--- src/rtl/cpu_serial_link.sv ---
`timescale 1ns/1ps
`default_nettype none
// ============================================================================
//  Module      : cpu_serial_link
//  Description : Frames typed CPU messages onto an IO_BITS-wide tx pin bus
//                (start / type / data) and deframes response words from an
//                IO_BITS-wide rx pin bus into a held, acknowledged register
//                with sticky overrun detection. Optional pin-side registers.
//  Revision    : 1.0 - initial release
// ============================================================================
module cpu_serial_link #(
    parameter int IO_BITS   = 2,
    parameter int WORD_BITS = 16,
    parameter int REG_IO    = 1
) (
    input  logic                 clk,
    input  logic                 reset,
    input  logic                 tx_valid,
    output logic                 tx_ready,
    input  logic [1:0]           tx_type,
    input  logic [WORD_BITS-1:0] tx_data,
    output logic [IO_BITS-1:0]   tx_pins,
    output logic                 tx_fetch,
    output logic                 tx_jump,
    input  logic [IO_BITS-1:0]   rx_pins,
    output logic                 rx_valid,
    output logic [WORD_BITS-1:0] rx_data,
    input  logic                 rx_ack,
    output logic                 rx_overrun
);

    // Chunks per word, and header cycles needed to carry the 2-bit type.
    localparam int N     = WORD_BITS / IO_BITS;
    localparam int H     = (IO_BITS == 1) ? 2 : 1;
    localparam int CNT_W = (N > 1) ? $clog2(N) : 1;
    localparam logic [CNT_W-1:0] N_LAST = CNT_W'(N - 1);
    localparam logic [CNT_W-1:0] H_LAST = CNT_W'(H - 1);

    typedef enum logic [1:0] {
        TX_IDLE  = 2'd0,
        TX_START = 2'd1,
        TX_TYPE  = 2'd2,
        TX_DATA  = 2'd3
    } tx_state_t;

    typedef enum logic [0:0] {
        RX_IDLE = 1'b0,
        RX_DATA = 1'b1
    } rx_state_t;

    tx_state_t            tx_state;
    logic [CNT_W-1:0]     tx_cnt;
    logic [1:0]           tx_type_q;
    logic [WORD_BITS-1:0] tx_shift;
    logic [IO_BITS-1:0]   pins_int;
    logic                 fetch_int;
    logic                 jump_int;

    rx_state_t            rx_state;
    logic [CNT_W-1:0]     rx_cnt;
    logic [IO_BITS-1:0]   rx_sample;
    logic [WORD_BITS-1:0] rx_word;
    logic                 rx_complete;

    assign tx_ready = (tx_state == TX_IDLE);

    // TX framer: pin value and type flags are registered alongside the state,
    // so each one always shows the value belonging to the current state.
    always_ff @(posedge clk) begin
        if (reset) begin
            tx_state  <= TX_IDLE;
            tx_cnt    <= '0;
            tx_type_q <= 2'd0;
            tx_shift  <= '0;
            pins_int  <= '1;
            fetch_int <= 1'b0;
            jump_int  <= 1'b0;
        end else begin
            case (tx_state)
                TX_IDLE: begin
                    if (tx_valid) begin
                        tx_state  <= TX_START;
                        tx_type_q <= tx_type;
                        tx_shift  <= tx_data;
                        tx_cnt    <= '0;
                        pins_int  <= '0;
                        fetch_int <= (tx_type == 2'd2);
                        jump_int  <= (tx_type == 2'd3);
                    end
                end
                TX_START: begin
                    tx_state <= TX_TYPE;
                    tx_cnt   <= '0;
                    pins_int <= IO_BITS'(tx_type_q);
                end
                TX_TYPE: begin
                    if (tx_cnt == H_LAST) begin
                        tx_state <= TX_DATA;
                        tx_cnt   <= '0;
                        pins_int <= tx_shift[IO_BITS-1:0];
                        tx_shift <= tx_shift >> IO_BITS;
                    end else begin
                        // Only reached with a 1-bit bus: second type bit.
                        tx_cnt   <= tx_cnt + CNT_W'(1);
                        pins_int <= IO_BITS'(tx_type_q[1]);
                    end
                end
                TX_DATA: begin
                    if (tx_cnt == N_LAST) begin
                        tx_state  <= TX_IDLE;
                        pins_int  <= '1;
                        fetch_int <= 1'b0;
                        jump_int  <= 1'b0;
                    end else begin
                        tx_cnt   <= tx_cnt + CNT_W'(1);
                        pins_int <= tx_shift[IO_BITS-1:0];
                        tx_shift <= tx_shift >> IO_BITS;
                    end
                end
                default: tx_state <= TX_IDLE;
            endcase
        end
    end

    generate
        if (REG_IO != 0) begin : g_reg_io
            logic [IO_BITS-1:0] pins_q;
            logic [IO_BITS-1:0] rx_q;
            logic               fetch_q;
            logic               jump_q;

            // Pin-side registers; both idle high so reset never fakes a start.
            always_ff @(posedge clk) begin
                if (reset) begin
                    pins_q  <= '1;
                    fetch_q <= 1'b0;
                    jump_q  <= 1'b0;
                    rx_q    <= '1;
                end else begin
                    pins_q  <= pins_int;
                    fetch_q <= fetch_int;
                    jump_q  <= jump_int;
                    rx_q    <= rx_pins;
                end
            end

            assign tx_pins   = pins_q;
            assign tx_fetch  = fetch_q;
            assign tx_jump   = jump_q;
            assign rx_sample = rx_q;
        end else begin : g_no_reg_io
            assign tx_pins   = pins_int;
            assign tx_fetch  = fetch_int;
            assign tx_jump   = jump_int;
            assign rx_sample = rx_pins;
        end
    endgenerate

    // Incoming chunks enter at the top so the first (LSB) chunk ends lowest.
    generate
        if (N > 1) begin : g_rx_shift
            logic [WORD_BITS-IO_BITS-1:0] rx_shift;

            // Accumulate chunks only while deframing a word.
            always_ff @(posedge clk) begin
                if (reset) begin
                    rx_shift <= '0;
                end else if (rx_state == RX_DATA) begin
                    rx_shift <= rx_word[WORD_BITS-1:IO_BITS];
                end
            end

            assign rx_word = {rx_sample, rx_shift};
        end else begin : g_rx_single
            assign rx_word = rx_sample;
        end
    endgenerate

    assign rx_complete = (rx_state == RX_DATA) && (rx_cnt == N_LAST);

    // RX deframer plus holding register with acknowledge and sticky overrun.
    always_ff @(posedge clk) begin
        if (reset) begin
            rx_state   <= RX_IDLE;
            rx_cnt     <= '0;
            rx_valid   <= 1'b0;
            rx_data    <= '0;
            rx_overrun <= 1'b0;
        end else begin
            case (rx_state)
                RX_IDLE: begin
                    if (!rx_sample[0]) begin
                        rx_state <= RX_DATA;
                        rx_cnt   <= '0;
                    end
                end
                RX_DATA: begin
                    if (rx_cnt == N_LAST) begin
                        rx_state <= RX_IDLE;
                    end else begin
                        rx_cnt <= rx_cnt + CNT_W'(1);
                    end
                end
                default: rx_state <= RX_IDLE;
            endcase

            if (rx_complete) begin
                rx_data  <= rx_word;
                rx_valid <= 1'b1;
                if (rx_valid && !rx_ack) begin
                    rx_overrun <= 1'b1;
                end
            end else if (rx_ack) begin
                rx_valid <= 1'b0;
            end
        end
    end

endmodule
`default_nettype wire

--- config.mk ---
export PLATFORM = sky130hd
export DESIGN_NAME = cpu_serial_link
export DESIGN_NICKNAME = d
export VERILOG_FILES = /design/src/rtl/cpu_serial_link.sv
export SDC_FILE = /design/constraint.sdc
export NUM_CORES = 1
export LEC_CHECK = 0
export ABC_AREA = 1
export ABC_CLOCK_PERIOD_IN_PS = 1600
export CAP_MARGIN = 15
export CORE_MARGIN = 4
export CORE_UTILIZATION = 45
export DETAILED_ROUTE_END_ITERATION = 6
export DONT_BUFFER_PORTS = 1
export HOLD_SLACK_MARGIN = 0.15
export PLACE_DENSITY_LB_ADDON = 0.25
export SETUP_SLACK_MARGIN = 0.02
export SYNTH_ARGS = -nofsm -noshare
export SYNTH_HDL_FRONTEND = slang
export SYNTH_SLANG_ARGS = --single-unit
--- constraint.sdc ---
create_clock -name clk -period 1.6 [get_ports clk]
set_clock_uncertainty 0.1 [all_clocks]
set_input_delay 0.08 -clock clk [delete_from_list [all_inputs] [get_ports clk]]
set_output_delay 0.08 -clock clk [all_outputs]
set_load 0.03 [all_outputs]
# Word-level counts from Yosys, hierarchy flattened

Cells that the tools add are included.

Flip-flop bits (word level): 69
Latch bits: 0
Memory bits (writable): 0
Memory bits (read-only): 0
Input port bits: 24
Output and inout port bits: 23
Logic and storage cells: 77
Memories kept: 0

Add/sub/neg operators: 2
Multiply operators: 0
Div/mod/pow operators: 0
Order comparisons: 0
Equal/unequal tests: 13
Shift operators: 0
Multiplexer cells: 29
Bitwise logic cells: 1
Reduce and logical (&&, ||, !) cells: 15

Operators by type and width:

| kind                                           | number |
|---|---|
| 2-to-1 mux 16 bit                              | 3 |
| case mux 16 bit (3 select lines)               | 1 |
| case mux 2 bit (4 select lines)                | 2 |
| 2-to-1 mux 3 bit                               | 5 |
| 2-to-1 mux 2 bit                               | 6 |
| inequality test 2 bit (second input constant)  | 6 |
| case mux 3 bit (4 select lines)                | 1 |
| == test 2 bit (second input constant)          | 4 |
| AND reduction 2 bit                            | 4 |
| 2-to-1 mux 1 bit                               | 7 |
| adder 3 x 1 -> 3 bit (second input constant)   | 2 |
| == test 3 bit (second input constant)          | 2 |
| case mux 1 bit (2 select lines)                | 3 |
| case mux 3 bit (2 select lines)                | 1 |
| AND reduction 3 bit                            | 2 |
| AND reduction 4 bit                            | 1 |
| nonzero test 2 bit                             | 2 |
| logical NOT 3 bit                              | 1 |
| nonzero test 3 bit                             | 1 |
| == test 2 x 1 -> 1 bit (second input constant) | 1 |
| logical AND 1 bit                              | 2 |
| logical NOT 2 bit                              | 1 |
| logical NOT 1 bit                              | 1 |
| inverter 1 bit                                 | 1 |

# Depth between registers and ports, before layout

Word-level depth: 3
Mapped depth: 9
Mapped depth without buffers: 9

# Least setup slack after synthesis

No wires, ideal clock.

Kind: flip-flop to flip-flop
Start: register tx_state[0]
End: register tx_shift[0]
Library setup time: 0.113 ns
Arrival time: 1.390 ns
Data required time: 1.387 ns
Slack: -0.003 ns
Stages on the path, launching flop included: 9
Buffers on the path: 1
Period minus slack after synthesis: 1.603 ns
Cells stage by stage: dfxtp_1 > inv_1 > ha_1 > nand2_1 > nand3_2 > buf_4 > nand2_1 > nand2_1 > nor2_1

Cells in the longest elaborated chain, start to end: 3
Elaborated cells on any way between the ends: 9
Classes of those cells: 5 x eq/ne; 1 x mux; 3 x reduce/logical

Ends and longest elaborated chain:

| item                                                                         | RTL line | text |
|---|---|---|
| start, declared                                                              | 51       | `tx_state_t tx_state;` |
| start signal, assigned                                                       | 71       | `tx_state <= TX_IDLE;` |
| start signal, assigned                                                       | 82       | `tx_state <= TX_START;` |
| start signal, assigned                                                       | 92       | `tx_state <= TX_TYPE;` |
| logical NOT 2 bit (*)                                                        | n/a      |  |
| via tx_ready                                                                 | 19       | `output logic tx_ready,` |
| inequality test 2 bit (no line) / nonzero test 3 bit (equally long branches) | n/a      |  |
| AND reduction 4 bit (no line)                                                | n/a      |  |
| end signal, assigned                                                         | 84       | `tx_shift <= tx_data;` |
| end signal, assigned                                                         | 101      | `tx_shift <= tx_shift >> IO_BITS;` |
| end signal, assigned                                                         | 117      | `tx_shift <= tx_shift >> IO_BITS;` |
| end, declared                                                                | 54       | `logic [WORD_BITS-1:0] tx_shift;` |

Mark *: on every way through the listed nets, which the timed path passes. The rest lies on a longest branch.
A chain may end at the register's enable or synchronous reset.

# Final worst setup path

Start: register rx_cnt[0]
End: register rx_overrun

Cells in the longest elaborated chain, start to end: 3

Ends and longest elaborated chain:

| item                          | RTL line | text |
|---|---|---|
| start, declared               | 60       | `logic [CNT_W-1:0] rx_cnt;` |
| start signal, assigned        | 201      | `rx_cnt <= rx_cnt + CNT_W'(1);` |
| == test 3 bit                 | 179      | `assign rx_complete = (rx_state == RX_DATA) && (rx_cnt == N_LAST);` |
| logical AND 1 bit             | 179      |  |
| AND reduction 2 bit (no line) | n/a      |  |
| end signal, assigned          | 188      | `rx_overrun <= 1'b0;` |
| end signal, assigned          | 211      | `rx_overrun <= 1'b1;` |
| end, declared                 | 29       | `output logic rx_overrun` |

Every way passes these cells.

==> results.md <==
Timing:
- For the finished layout, the period the worst path requires is 1.52 ns.
- The post-route clock period utilization is 95.0%.
- In this run the tightest slew margin relative to its limit is 45.8%.
- The number of hold-slack violations in the final timing report is 0.
- Static timing analysis puts the maximum clock frequency at 658 MHz.
- Summed over all failing endpoints, the final setup total negative slack is 0 ns.
- The post-route worst setup slack is 0.0801 ns.
- Setup repair after global routing left no endpoint under its margin.
- The number of setup violations in the final report is 0.
- For the pin with the worst max-slew slack, the measured transition is 0.811 ns.
- The max-slew violation count was 0.

Drt:
- The first routing iteration left 56 violations.
- The topmost layer with routed signal wires is met4.
- The detailed-route wire length on metal 1 is 2730 microns.
- The remaining routing DRC violations is 0.
- The met3 wire length is 258 microns.
- Once detail routing completed, the nets flagged for antenna violations numbered 0.
- The routed layout has 2542 vias.
- The routed wire length per instance is 11.7 microns.
- The average vias per placed instance is 4.80.
- Before antenna repair, the detailed router went through 5 iterations.
- The routed length on met2 is 3150 microns.
- The routed design has 6220 microns of wire.

Global route:
- The overall overflow remaining after global route is 0.
- The largest net degree at the start of global routing is 33.
- The via count of the first global-routing pass is 2416.
- The initial antenna violation count came to 0.
- Global routing consumed, over all layers together, 16.9% of the routing resources.
- The first global-routing pass estimated 10300 microns of wire.

Clocking:
- The clock tree root buffer cell is sky130_fd_sc_hd__clkbuf_8.
- Clock latency on the worst-skew pair, taken at its later pin, is 0.34 ns.
- The post-CTS setup buffer count is 0.
- The count of clock tree sinks is 69.
- TritonCTS built the clock tree.
- The number of buffers created by CTS is 9.
- The maximum buffer depth of the clock tree is 2.
- Clock-pin slew was measured on the worst setup and hold paths at 0.07 ns.
- The H-tree depth reported by CTS is 3.

Power:
- IR analysis of the VDD net gives a maximum drop of 1.06 mV.
- The power density relative to cell area is 1580 mW/mm^2.
- For this design the static power due to leakage is 1.64 nW.

Worst setup path:
- For the worst setup path, the data required time is 1.69 ns.
- The startpoint type of the worst setup path is a flop.
- The worst setup path is captured at a flop.
- STA puts the critical path data arrival time at 1.61 ns.
- The critical-path maximum fanout is 12.
- The setup path with the least slack is of type flop to flop.
- The slack of the worst reg-to-reg path is 0.08 ns.

Outcome:
- The flow ran to the end, and the final reports show no timing, DRC or antenna violations.

Die:
- The floorplan has 29 rows.
- The starting utilization of the core area is 46.2%.
- The floorplan step defined a core boundary enclosing 0.00631 sq mm.
- The full die area is 0.00783 sq mm.
- The die is 88.5 microns wide.
- The boundary pin count is 47.
- The height of the die is 88.5 microns.

Cells and area:
- The final layout contains 481 nets.
- The multi-input combinational cells in the finished layout cover a total of 0.00132 sq mm.
- The layout-stage area growth over the synthesis result is 27.0%.
- The number of filler instances in the final layout is 603.
- The repair_antennas step left the layout with diodes totalling 0.
- The fraction of layout cells with a size suffix above 1 is 12.8%.
- The finished layout holds 530 standard cells, fillers aside.
- The register cell area after layout is 0.00139 sq mm.

Logic synthesis:
- By area the synthesized netlist is led by sky130_fd_sc_hd__dfxtp_1 (47%), sky130_fd_sc_hd__nand2_1 (14%), sky130_fd_sc_hd__nor2_1 (10%).
- The cell count after synthesis came out at 411.
- The cell area that synthesis handed to floorplanning was 0.00292 sq mm.
- In this run, synthesis inferred 0 flip-flops with an integrated enable.
- The cell taking the most area after synthesis is sky130_fd_sc_hd__dfxtp_1.
- The total of warnings raised by yosys is 0.
- The netlist uses 25 different library cells.
- The most used flip-flop cell after synthesis is sky130_fd_sc_hd__dfxtp_1.
- Each instance of the synthesized netlist takes up on average 7.10 sq um.
- The register bit count reported by yosys is 69.
- The post-synthesis sequential area ratio is 47.4%.
- The share of Yosys cell area claimed by the top area cell type is 47.4%.
- The async set-or-reset flop fraction in the synthesized netlist is 0%.
- Counting instances in the post-synthesis netlist gives the leading cell types as sky130_fd_sc_hd__nand2_1 (105), sky130_fd_sc_hd__nor2_1 (81), sky130_fd_sc_hd__dfxtp_1 (69), sky130_fd_sc_hd__inv_1 (43), sky130_fd_sc_hd__o21ai_0 (29).
- The total nets after synthesis is 444.
- In the post-synthesis netlist, the cell with the most instances is sky130_fd_sc_hd__nand2_1.

Place:
- The placement-stage worst setup slack is 0.0364 ns.
- The routability congestion estimate is 0.882.
- Including well taps, the total number of placed cells is 481.
- The count of buffers from port buffering is 0.
- The final HPWL from detailed placement is 3860 microns.

Hold path:
- The class of the worst hold path is input port to flop.

Flow run:
- The max-capacitance violation count is 0.
==> critical path: stages, from the launching register on <==
cell and delay (ns):
sky130_fd_sc_hd__dfxtp_1 0.33, sky130_fd_sc_hd__ha_1 0.21, sky130_fd_sc_hd__ha_2 0.20, sky130_fd_sc_hd__nand2_2 0.11
sky130_fd_sc_hd__inv_2 0.05, sky130_fd_sc_hd__buf_4 0.17, sky130_fd_sc_hd__a31oi_1 0.16, sky130_fd_sc_hd__nor2_1 0.05
==> cell usage in the layout, fill, tap and decap left out, types with 4 or more instances in the layout <==
cell type	n
sky130_fd_sc_hd__inv_1	42
sky130_fd_sc_hd__o21ai_1	9
sky130_fd_sc_hd__clkbuf_8	10
sky130_fd_sc_hd__o21ai_0	29
sky130_fd_sc_hd__nand3_1	8
sky130_fd_sc_hd__buf_4	9
sky130_fd_sc_hd__nand2_1	101
sky130_fd_sc_hd__ha_2	6
sky130_fd_sc_hd__dfxtp_2	4
sky130_fd_sc_hd__inv_2	4
sky130_fd_sc_hd__a21oi_1	24
sky130_fd_sc_hd__nor2_1	80
sky130_fd_sc_hd__nand2_2	4
sky130_fd_sc_hd__dfxtp_1	64
sky130_fd_sc_hd__dlygate4sd3_1	31
==> final timing paths <==
| kind | start | end | cells past startpoint |
|---|---|---|---|
| setup / recovery | rx_cnt[0] | rx_overrun | 7 |
| hold / removal | reset | g_rx_shift.rx_shift[7] | 2 |
| setup reg to reg | rx_cnt[0] | rx_overrun | 7 |
| hold reg to reg | pins_int[1] | tx_pins[1] | 2 |
==> cell type report <==
class	count	area share (%)
Timing Repair Buffer	45	12.9
Tap cell	77	2.60
Clock buffer	10	3.71
Multi-Input combinational cell	277	35.6
Inverter	46	4.66
Sequential cell	69	37.5
Clock inverter	6	2.97
==> state kept, by name (all words and copies together) (netlist names) <==
signal	flops
g_rx_shift.rx_shift	14
g_reg_io.rx_q	2
rx_data	16
tx_pins	2
jump_int	1
tx_shift	16
rx_overrun	1
pins_int	2
tx_fetch	1
rx_cnt	3
rx_valid	1
tx_state	2
tx_jump	1
tx_type_q	2
fetch_int	1
rx_state	1
tx_cnt	3
==> per-layer routing <==
metal | global-route usage [%] | up-vias
li1 | - | 1337
met1 | 19.2 | 1146
met2 | 29.8 | 52
met3 | 5.68 | 7
met4 | 5.36 | 0
met5 | 0 | -
==> cell families (layout without fill, tap and decap cells) <==
kind of cell	Yosys count	after routing	share of synthesized area [%]
buf+inv	65	107	9.91
fa+ha+maj	9	9	3.86
compound gates	65	65	11.4
flops	69	69	47.4
simple gates	203	203	27.5
==> report_power, final <==
group | switching (mW) | total, mW | internal (mW)
clock network | 0.665 | 1.74 | 1.07
registers | 0.157 | 2.16 | 2.00
logic | 1.12 | 1.94 | 0.823
==> through the flow <==
step                cell area (sq um)  hold slack, ns  total power [mW]  util (%)
global route                     3700           0.235              6.29      58.7
floorplan                        2920          0.0838              3.50         -
CTS                              3560          -0.309              5.61      56.4
detailed placement               3010          0.0564              3.78      47.7
finish                           3700           0.252              5.84      58.7
global placement                 3010          0.0548              3.74      47.7
==> timing repair <==
action | CTS | global route
hold endpoints to repair | 69 | 20
gates resized for setup | 3 | 24
cloned | 0 | 2
pin swaps | 0 | 4
endpoints found under the setup margin | 1 | 38
hold buffers | 29 | 2
Note: power is estimated with default switching activity, not from simulation.
